`src/rtl/pulse_len_gen.sv`:
```
// -----------------------------------------------------------------------------
// pulse_len_gen
// Light-pulse width generator. It sits after the inter-pulse delay stage, which
// supplies the launch level. A registered 0->1 transition on PL_launch starts a
// pulse. PL_out is then high for pulse_len * scale clock cycles, where scale is
// 1, 100 or 100000 as selected by pl_mlt. End_Flg_PL reports completion to the
// sequencer and is held until PL_launch returns low.
//
// Optional feature (macro PL_HOLDOFF_EN):
//   When defined, a HOLD state and a 20-bit holdoff counter are compiled in.
//   After every pulse or abort, the design waits HOLDOFF cycles before it
//   accepts another start. This guarantees a minimum PL_out low time. The
//   HOLDOFF parameter is always declared but only used in this build.
//
// Ports:
//   clk_Pulse   in   1   system clock (same domain as the delay stage)
//   rst_n       in   1   asynchronous active-low reset
//   PL_launch   in   1   launch level from the delay stage
//   pulse_len   in  17   pulse length in scaled units
//   pl_mlt      in   5   scale code: 1 -> x1, 2 -> x100, other -> x100000
//   PL_out      out  1   light-pulse gate
//   End_Flg_PL  out  1   pulse completed, held until PL_launch is low
//   busy        out  1   high whenever the state is not IDLE
// -----------------------------------------------------------------------------
module pulse_len_gen
   #(parameter int unsigned HOLDOFF = 1000)
   (
   input  logic        clk_Pulse,
   input  logic        rst_n,
   input  logic        PL_launch,
   input  logic [16:0] pulse_len,
   input  logic [4:0]  pl_mlt,
   output logic        PL_out,
   output logic        End_Flg_PL,
   output logic        busy
);

`ifdef PL_HOLDOFF_EN
   typedef enum logic [1:0] {IDLE, PULSE, DONE, HOLD} state_t;
`else
   typedef enum logic [1:0] {IDLE, PULSE, DONE} state_t;
`endif

   state_t      state, state_next, leave_state;
   logic        launch_d;
   logic        armed;
   logic        start;
   logic        last_cycle;
   logic        cnt1_wrap;
   logic [16:0] scl_sel;
   logic [16:0] len_q, len_next;
   logic [16:0] scl_q, scl_next;
   logic [16:0] cnt1, cnt1_next;
   logic [16:0] cnt2, cnt2_next;
   logic        pl_next, end_next;
`ifdef PL_HOLDOFF_EN
   logic [19:0] hold_cnt, hold_next;
`endif

   // armed is set once PL_launch has been sampled low since reset. Without it,
   // the cleared launch_d after reset would make a level that is still high
   // look like a fresh rising edge.
   assign start = PL_launch & ~launch_d & armed;

   // cnt1 runs 0..scl_q-1 and cnt2 runs 0..len_q-1. Together they hold the
   // flattened cycle index inside the pulse. The last cycle is where both
   // counters sit at their final value.
   assign cnt1_wrap  = (cnt1 == scl_q - 17'd1);
   assign last_cycle = cnt1_wrap && (cnt2 == len_q - 17'd1);

   // The state entered after DONE or an abort depends on the holdoff build.
`ifdef PL_HOLDOFF_EN
   assign leave_state = HOLD;
`else
   assign leave_state = IDLE;
`endif

   // Decode the scale code into the cycle count of one length unit.
   always_comb begin
      case (pl_mlt)
         5'd1:    scl_sel = 17'd1;
         5'd2:    scl_sel = 17'd100;
         default: scl_sel = 17'd100000;
      endcase
   end

   // Next-state and next-output logic. All outputs are registered, so this
   // block computes their values for the coming edge. An abort wins over
   // completion in the same cycle, so no flag is set in that case. Rising
   // edges seen in HOLD only update launch_d, so they are dropped.
   always_comb begin
      state_next = state;
      pl_next    = PL_out;
      end_next   = End_Flg_PL;
      cnt1_next  = cnt1;
      cnt2_next  = cnt2;
      len_next   = len_q;
      scl_next   = scl_q;
`ifdef PL_HOLDOFF_EN
      hold_next  = '0;
`endif
      case (state)
         IDLE: begin
            if (start) begin
               len_next  = pulse_len;
               scl_next  = scl_sel;
               cnt1_next = '0;
               cnt2_next = '0;
               if (pulse_len != 17'd0) begin
                  state_next = PULSE;
                  pl_next    = 1'b1;
               end else begin
                  state_next = DONE;
                  end_next   = 1'b1;
               end
            end
         end
         PULSE: begin
            if (!PL_launch) begin
               pl_next    = 1'b0;
               cnt1_next  = '0;
               cnt2_next  = '0;
               state_next = leave_state;
            end else if (last_cycle) begin
               pl_next    = 1'b0;
               end_next   = 1'b1;
               cnt1_next  = '0;
               cnt2_next  = '0;
               state_next = DONE;
            end else if (cnt1_wrap) begin
               cnt1_next = '0;
               cnt2_next = cnt2 + 17'd1;
            end else begin
               cnt1_next = cnt1 + 17'd1;
            end
         end
         DONE: begin
            if (!PL_launch) begin
               end_next   = 1'b0;
               state_next = leave_state;
            end
         end
`ifdef PL_HOLDOFF_EN
         HOLD: begin
            if (32'(hold_cnt) + 32'd1 >= HOLDOFF) begin
               state_next = IDLE;
            end else begin
               hold_next = hold_cnt + 20'd1;
            end
         end
`endif
         default: begin
            state_next = IDLE;
            pl_next    = 1'b0;
            end_next   = 1'b0;
         end
      endcase
   end

   // State and output registers. The asynchronous reset drops PL_out at once
   // if it arrives in the middle of a pulse.
   always_ff @(posedge clk_Pulse or negedge rst_n) begin
      if (!rst_n) begin
         state      <= IDLE;
         launch_d   <= 1'b0;
         armed      <= 1'b0;
         len_q      <= '0;
         scl_q      <= '0;
         cnt1       <= '0;
         cnt2       <= '0;
         PL_out     <= 1'b0;
         End_Flg_PL <= 1'b0;
         busy       <= 1'b0;
`ifdef PL_HOLDOFF_EN
         hold_cnt   <= '0;
`endif
      end else begin
         state      <= state_next;
         launch_d   <= PL_launch;
         armed      <= armed | ~PL_launch;
         len_q      <= len_next;
         scl_q      <= scl_next;
         cnt1       <= cnt1_next;
         cnt2       <= cnt2_next;
         PL_out     <= pl_next;
         End_Flg_PL <= end_next;
         busy       <= (state_next != IDLE);
`ifdef PL_HOLDOFF_EN
         hold_cnt   <= hold_next;
`endif
      end
   end

endmodule

```
`config.mk`:
```
export PLATFORM = sky130hd
export DESIGN_NAME = pulse_len_gen
export DESIGN_NICKNAME = d
export VERILOG_FILES = /design/src/rtl/pulse_len_gen.sv
export SDC_FILE = /design/constraint.sdc
export NUM_CORES = 1
export LEC_CHECK = 0
export BUFFER_PORTS_ARGS = -buffer_cell sky130_fd_sc_hd__buf_2
export CAP_MARGIN = 20
export CORE_UTILIZATION = 40
export DETAILED_ROUTE_END_ITERATION = 10
export PLACE_DENSITY_LB_ADDON = 0.08
export SLEW_MARGIN = 25
export SYNTH_ARGS = -nofsm -noshare
export SYNTH_HDL_FRONTEND = slang
export SYNTH_SLANG_ARGS = --single-unit
```
`constraint.sdc`:
```
create_clock -name clk_Pulse -period 6.04 [get_ports clk_Pulse]
set_input_delay 1.208 -clock clk_Pulse [delete_from_list [all_inputs] [get_ports clk_Pulse]]
set_output_delay 1.208 -clock clk_Pulse [all_outputs]
set_load 0.005 [all_outputs]
```
======== After elaboration in Yosys (flattened, before gate mapping) ========
Index checks and enable logic that the tools add are counted.
operators by class
  reduce and logical (&&, ||, !) cells .... 10
  add/sub/neg operators ................... 4
  eq/ne operators ......................... 14
  muxes and demuxes ....................... 27
  bitwise logic cells ..................... 6
operators with widths
  operator                                                              number
  17-bit two-way mux                                                    7
  17-bit case mux with 2 select lines                                   3
  17-bit by 1-bit adder with 17-bit output, second input constant       2
  17-bit == test                                                        2
  17-bit by 1-bit subtractor with 17-bit output, second input constant  2
  17-bit nonzero test                                                   1
  2-bit inequality test, second input constant                          6
  2-bit two-way mux                                                     5
  1-bit two-way mux                                                     9
  1-bit case mux with 3 select lines                                    2
  2-bit case mux with 3 select lines                                    1
  5-bit by 1-bit == test with 1-bit output, second input constant       1
  5-bit by 2-bit == test with 1-bit output, second input constant       1
  5-bit AND reduction                                                   1
  4-bit inequality test, second input constant                          1
  2-bit AND reduction                                                   2
  4-bit AND reduction                                                   1
  2-bit nonzero test                                                    2
  3-bit inequality test, second input constant                          1
  1-bit inverter                                                        3
  3-bit AND reduction                                                   1
  1-bit AND                                                             2
  2-bit by 1-bit == test with 1-bit output, second input constant       1
  2-bit == test, second input constant                                  1
  3 further kinds                                                       3
word-level totals
  input bits .............................. 25
  word-level logic and storage cells ...... 71
  register bits after elaboration ......... 75

======== Logic depth before layout (Yosys ltp) ========
  depth in word-level cells ............... 7
  gate-level depth with buffers ........... 14
  mapped depth without buffers ............ 12

======== Least setup slack after synthesis ========
Ideal clock, no wire load.
  kind .................................... register to register
  from .................................... register scl_q[0]
  to ...................................... register cnt2[5]
  stages on the path, launching flop included .. 15
  setup slack ............................. 2.999 ns
  setup time .............................. 0.121 ns
  arrival ................................. 2.920 ns
  cells stage by stage .................... dfrtp_1 > inv_1 > ha_1 > clkbuf_1 > nand2_1 > ha_1 > xnor2_1 > o2111ai_1 > a2111o_1 > a2111oi_4 > o21ai_2 > buf_6 > nor3_2 > xnor2_1 > nor2_2
on the way
  longest elaborated chain between the ends .. 6
RTL lines
  element                                            line  text
  start: declaration                                 52    logic [16:0] scl_q, scl_next;
  start signal: assignment                           182   scl_q <= scl_next;
  17-bit by 1-bit subtractor with 17-bit output (*)  68    assign cnt1_wrap = (cnt1 == scl_q - 17'd1);
  17-bit == test (*)                                 68
  1-bit logical AND                                  69    assign last_cycle = cnt1_wrap && (cnt2 == len_q - 17'd1);
  17-bit two-way mux                                 124   end else if (last_cycle) begin
  17-bit two-way mux                                 119   if (!PL_launch) begin
  17-bit case mux with 2 select lines                102   case (state)
  end signal: assignment                             184   cnt2 <= cnt2_next;
  end: declaration                                   54    logic [16:0] cnt2, cnt2_next;
Every way passes the cells marked *; elsewhere a longest branch is shown, timed or not.
A chain may end at the register's enable or synchronous reset.

======== Final worst setup path ========
  from .................................... register scl_q[0]
  to ...................................... register cnt2[2]
The elaborated chain is that of the path after synthesis.

==> results.md <==
* Inserted Clock Buffers at 9
* Number of global-route vias before repair at 2,954
* H-tree levels at 3
* Startpoint type of the worst setup path: flop
* Synth cell types at 63
* Total of buffers placed on input and output ports at 27
* Count of synthesis-stage warnings from yosys at 0
* Critical path required time at 6260 ps
* Type of the worst min-delay path: reg2reg
* Outcome: complete, no violations
* CTS tree: done
* Number of enable-type register cells in the synthesized netlist at 0
* Diodes inserted at 0
* Layout Cell Area excl Fill at 4250 um^2
* Final Critical Period at 3590 ps
* Largest fanout on the critical path at 11
* Final std cells w/o fill at 566
* Total setup buffers inserted after CTS at 0
* Critical Path Sink Type: flop
* Area share of and/or/nand/nor cells after synthesis at 0.270
* Root buffer cell: sky130_fd_sc_hd__clkbuf_8
* Cell accounting for the most synthesized area: sky130_fd_sc_hd__dfrtp_1
* Total die area at 9980 um^2
* Area added between synthesis and finish at 10.9%
* Longest Clk Path Bufs at 2
* Count of hold buffers inserted by post-cts repair at 0
* Filler Cell Count at 923
* Final hold viol count at 0
* Aggregate global routing overflow at 0
* Post-cts repair resize count at 0
* Path type of the worst setup path: reg2reg
* Detail Route Antenna Nets at 0
* Later-pin clock latency in the skew report at 330 ps
* Cell count after synthesis at 408
* CTS clk-pin slew, worst paths at 70 ps
* Fraction of final layout cells sized beyond drive strength 1 at 0.204
* Pre-Repair DR Iteration Count at 4
* Fin crit share at 0.594
* Average instance area after synthesis at 9.40 um^2
* Dominant cells by area after synthesis: sky130_fd_sc_hd__dfrtp_1 40%, sky130_fd_sc_hd__xnor2_1 7.5%, sky130_fd_sc_hd__mux2_2 4.4%, sky130_fd_sc_hd__xor2_1 4.3%, sky130_fd_sc_hd__nand2_1 4.2%
* Share of the synthesized area in the top cell type at 0.405
* Post-detailed-route via-to-cell ratio at 5.37
* Drt first-iter violations at 103
* Synth Area in Compound Gates at 0.116
* Worst setup margin at 2450 ps
* Highest clock frequency the design can meet at 279 MHz
* Placed cell areas at 4080 um^2
* Cell area after synthesis at 3830 um^2
* Most frequent cells in the layout: 62 x sky130_fd_sc_hd__dfrtp_1, 43 x sky130_fd_sc_hd__nand2_1, 34 x sky130_fd_sc_hd__nor2_1
* Unrepaired setup endpoints after global routing: no
* I/O pin count at 28
* Worst-Margin Slew at 886 ps
* Number of nets in the final layout at 463
* Count of unresolved DRC violations after routing at 0
* Placer congestion estimate at 0.870
* Worst slew margin relative to its limit at 0.407
* Wire length of the first global-routing pass at 15,100 um
* Setup slack at placement at 2430 ps
* Cell total after placement at 551
* Finish-stage setup viols at 0
* Total power density per cell area at 241 nW/um^2
* Main combinational cell family by area after synthesis: simple AND/OR/NAND/NOR gates
* GR Util All Layers at 0.196
* WHS Path Cells at 1
* Multiplexer share of the synthesized area at 0.0467
* Post-detail-place hpwl at 6440 um
* Largest net degree at the start of global routing at 63
* Final number of max-transition violations at 0
* Area of the placeable core at 9280 um^2
* Dominant register cell in the synthesized netlist: sky130_fd_sc_hd__dfrtp_1
* Effective utilization at floorplan at 0.413
* Critical path data arrival time at 3810 ps
* Total wire length after detailed routing at 8850 um
* Horiz. Die Dim at 99.9 um
* Peak supply drop at 0.0990 mV
* Rows at 35
* Setup skew after layout at 9.81 ps
* CTS sink cnt at 62
* Proportion of synthesized chip area in sequential cells at 0.405
* Depth of the most critical reg-to-reg path at 12
* Die boundary height at 99.9 um
* Parity-gate share of the synthesized area counting xor and xnor cells at 0.119
* Flops & latches, synth at 62
* Final TNS setup at 0 ps
* Net Count, Synth at 438
* Average routed wire per standard cell at 15.6 um
* Initial antenna violation count at 0
* Adder-cell share of the synthesized area at 0.0163
* Leak at 1.67 nW
* Reported max-cap violation count at 0
* Total vias in the final route at 3,041
* Most frequent standard cell in the layout excluding fill and tap cells: sky130_fd_sc_hd__dfrtp_1
* Post-synthesis async set-or-reset flop share at 1.00
==> final cells by class <==
class | instances | area [um^2] | share of cell area
Sequential cell | 62 | 1550 | 0.365
Clock buffer | 11 | 151 | 0.0356
Timing Repair Buffer | 29 | 150 | 0.0353
Clock inverter | 4 | 22.5 | 0.00530
Inverter | 8 | 30.0 | 0.00707
Tap cell | 129 | 161 | 0.0380
Multi-Input combinational cell | 323 | 2180 | 0.514
==> flip-flops by register name (all words and copies together) (netlist names) <==
register and count:
cnt1 17, cnt2 17, len_q 17, scl_q 4, state 2, End_Flg_PL 1, PL_out 1, armed 1
busy 1, launch_d 1
==> report_power, final <==
group	internal [mW]	switching (mW)
logic	0.0880	0.108
clock network	0.167	0.163
registers	0.448	0.0508
==> cells in the mapped netlist (8+ instances only) <==
library cell               number
sky130_fd_sc_hd__a21oi_1       11
sky130_fd_sc_hd__and3_1        11
sky130_fd_sc_hd__clkbuf_1       8
sky130_fd_sc_hd__dfrtp_1       62
sky130_fd_sc_hd__inv_1          8
sky130_fd_sc_hd__mux2_2        15
sky130_fd_sc_hd__nand2_1       43
sky130_fd_sc_hd__nand3_1       14
sky130_fd_sc_hd__nand4_1       10
sky130_fd_sc_hd__nor2_1        34
sky130_fd_sc_hd__nor2_2         8
sky130_fd_sc_hd__nor3_1        13
sky130_fd_sc_hd__nor3_2         8
sky130_fd_sc_hd__o21ai_0       22
sky130_fd_sc_hd__xnor2_1       33
sky130_fd_sc_hd__xor2_1        19
==> worst paths after layout <==
check / start / endpoint / slack, ps
max: scl_q[0]$_DFFE_PN0P_ / cnt2[2]$_DFFE_PN0P_ / 2450
min: armed$_DFF_PN0_ / armed$_DFF_PN0_ / 510
max reg2reg: scl_q[0]$_DFFE_PN0P_ / cnt2[2]$_DFFE_PN0P_ / 2450
min reg2reg: armed$_DFF_PN0_ / armed$_DFF_PN0_ / 510
max in group asynchronous: rst_n / cnt2[3]$_DFFE_PN0P_ / 4440
min in group asynchronous: rst_n / scl_q[6]$_DFFE_PN0P_ / 1050
==> critical path: stages (launching register included) <==
cell	delay, ps
sky130_fd_sc_hd__dfrtp_1	430
sky130_fd_sc_hd__inv_1	140
sky130_fd_sc_hd__ha_1	340
sky130_fd_sc_hd__nand2_1	90
sky130_fd_sc_hd__ha_1	300
sky130_fd_sc_hd__xnor2_1	170
sky130_fd_sc_hd__o2111ai_1	140
sky130_fd_sc_hd__a2111o_1	420
sky130_fd_sc_hd__a2111oi_4	380
sky130_fd_sc_hd__nor2_2	150
sky130_fd_sc_hd__nor2_1	610
sky130_fd_sc_hd__o31a_1	250
sky130_fd_sc_hd__o22ai_1	70
==> cell families (layout without fill, tap and decap cells) <==
logic type	Yosys count	count (layout)
multiplexers	16	16
buffers and inverters	23	52
AO/OA/AOI/OAI	64	64
XOR/XNOR	52	52
adder cells (fa/ha/maj)	5	5
flip-flops	62	62
AND/OR/NAND/NOR	186	186
==> routing by layer <==
layer,global-route usage,vias to the layer above,wire length [um]
met5,0,-,0
met4,0.0781,0,103
met3,0.0348,6,239
met2,0.277,49,3760
met1,0.293,1482,4750
li1,-,1504,-
==> per-stage QoR <==
step	utilization	power [mW]	hold slack, ps
6_report	0.458	1.02	507
3_3_place_gp	0.439	0.702	474
4_1_cts	0.458	1.03	506
2_1_floorplan	-	0.643	449
3_5_place_dp	0.439	0.704	486
5_1_grt	0.458	1.09	516
Power figures use the tool's default switching activity.
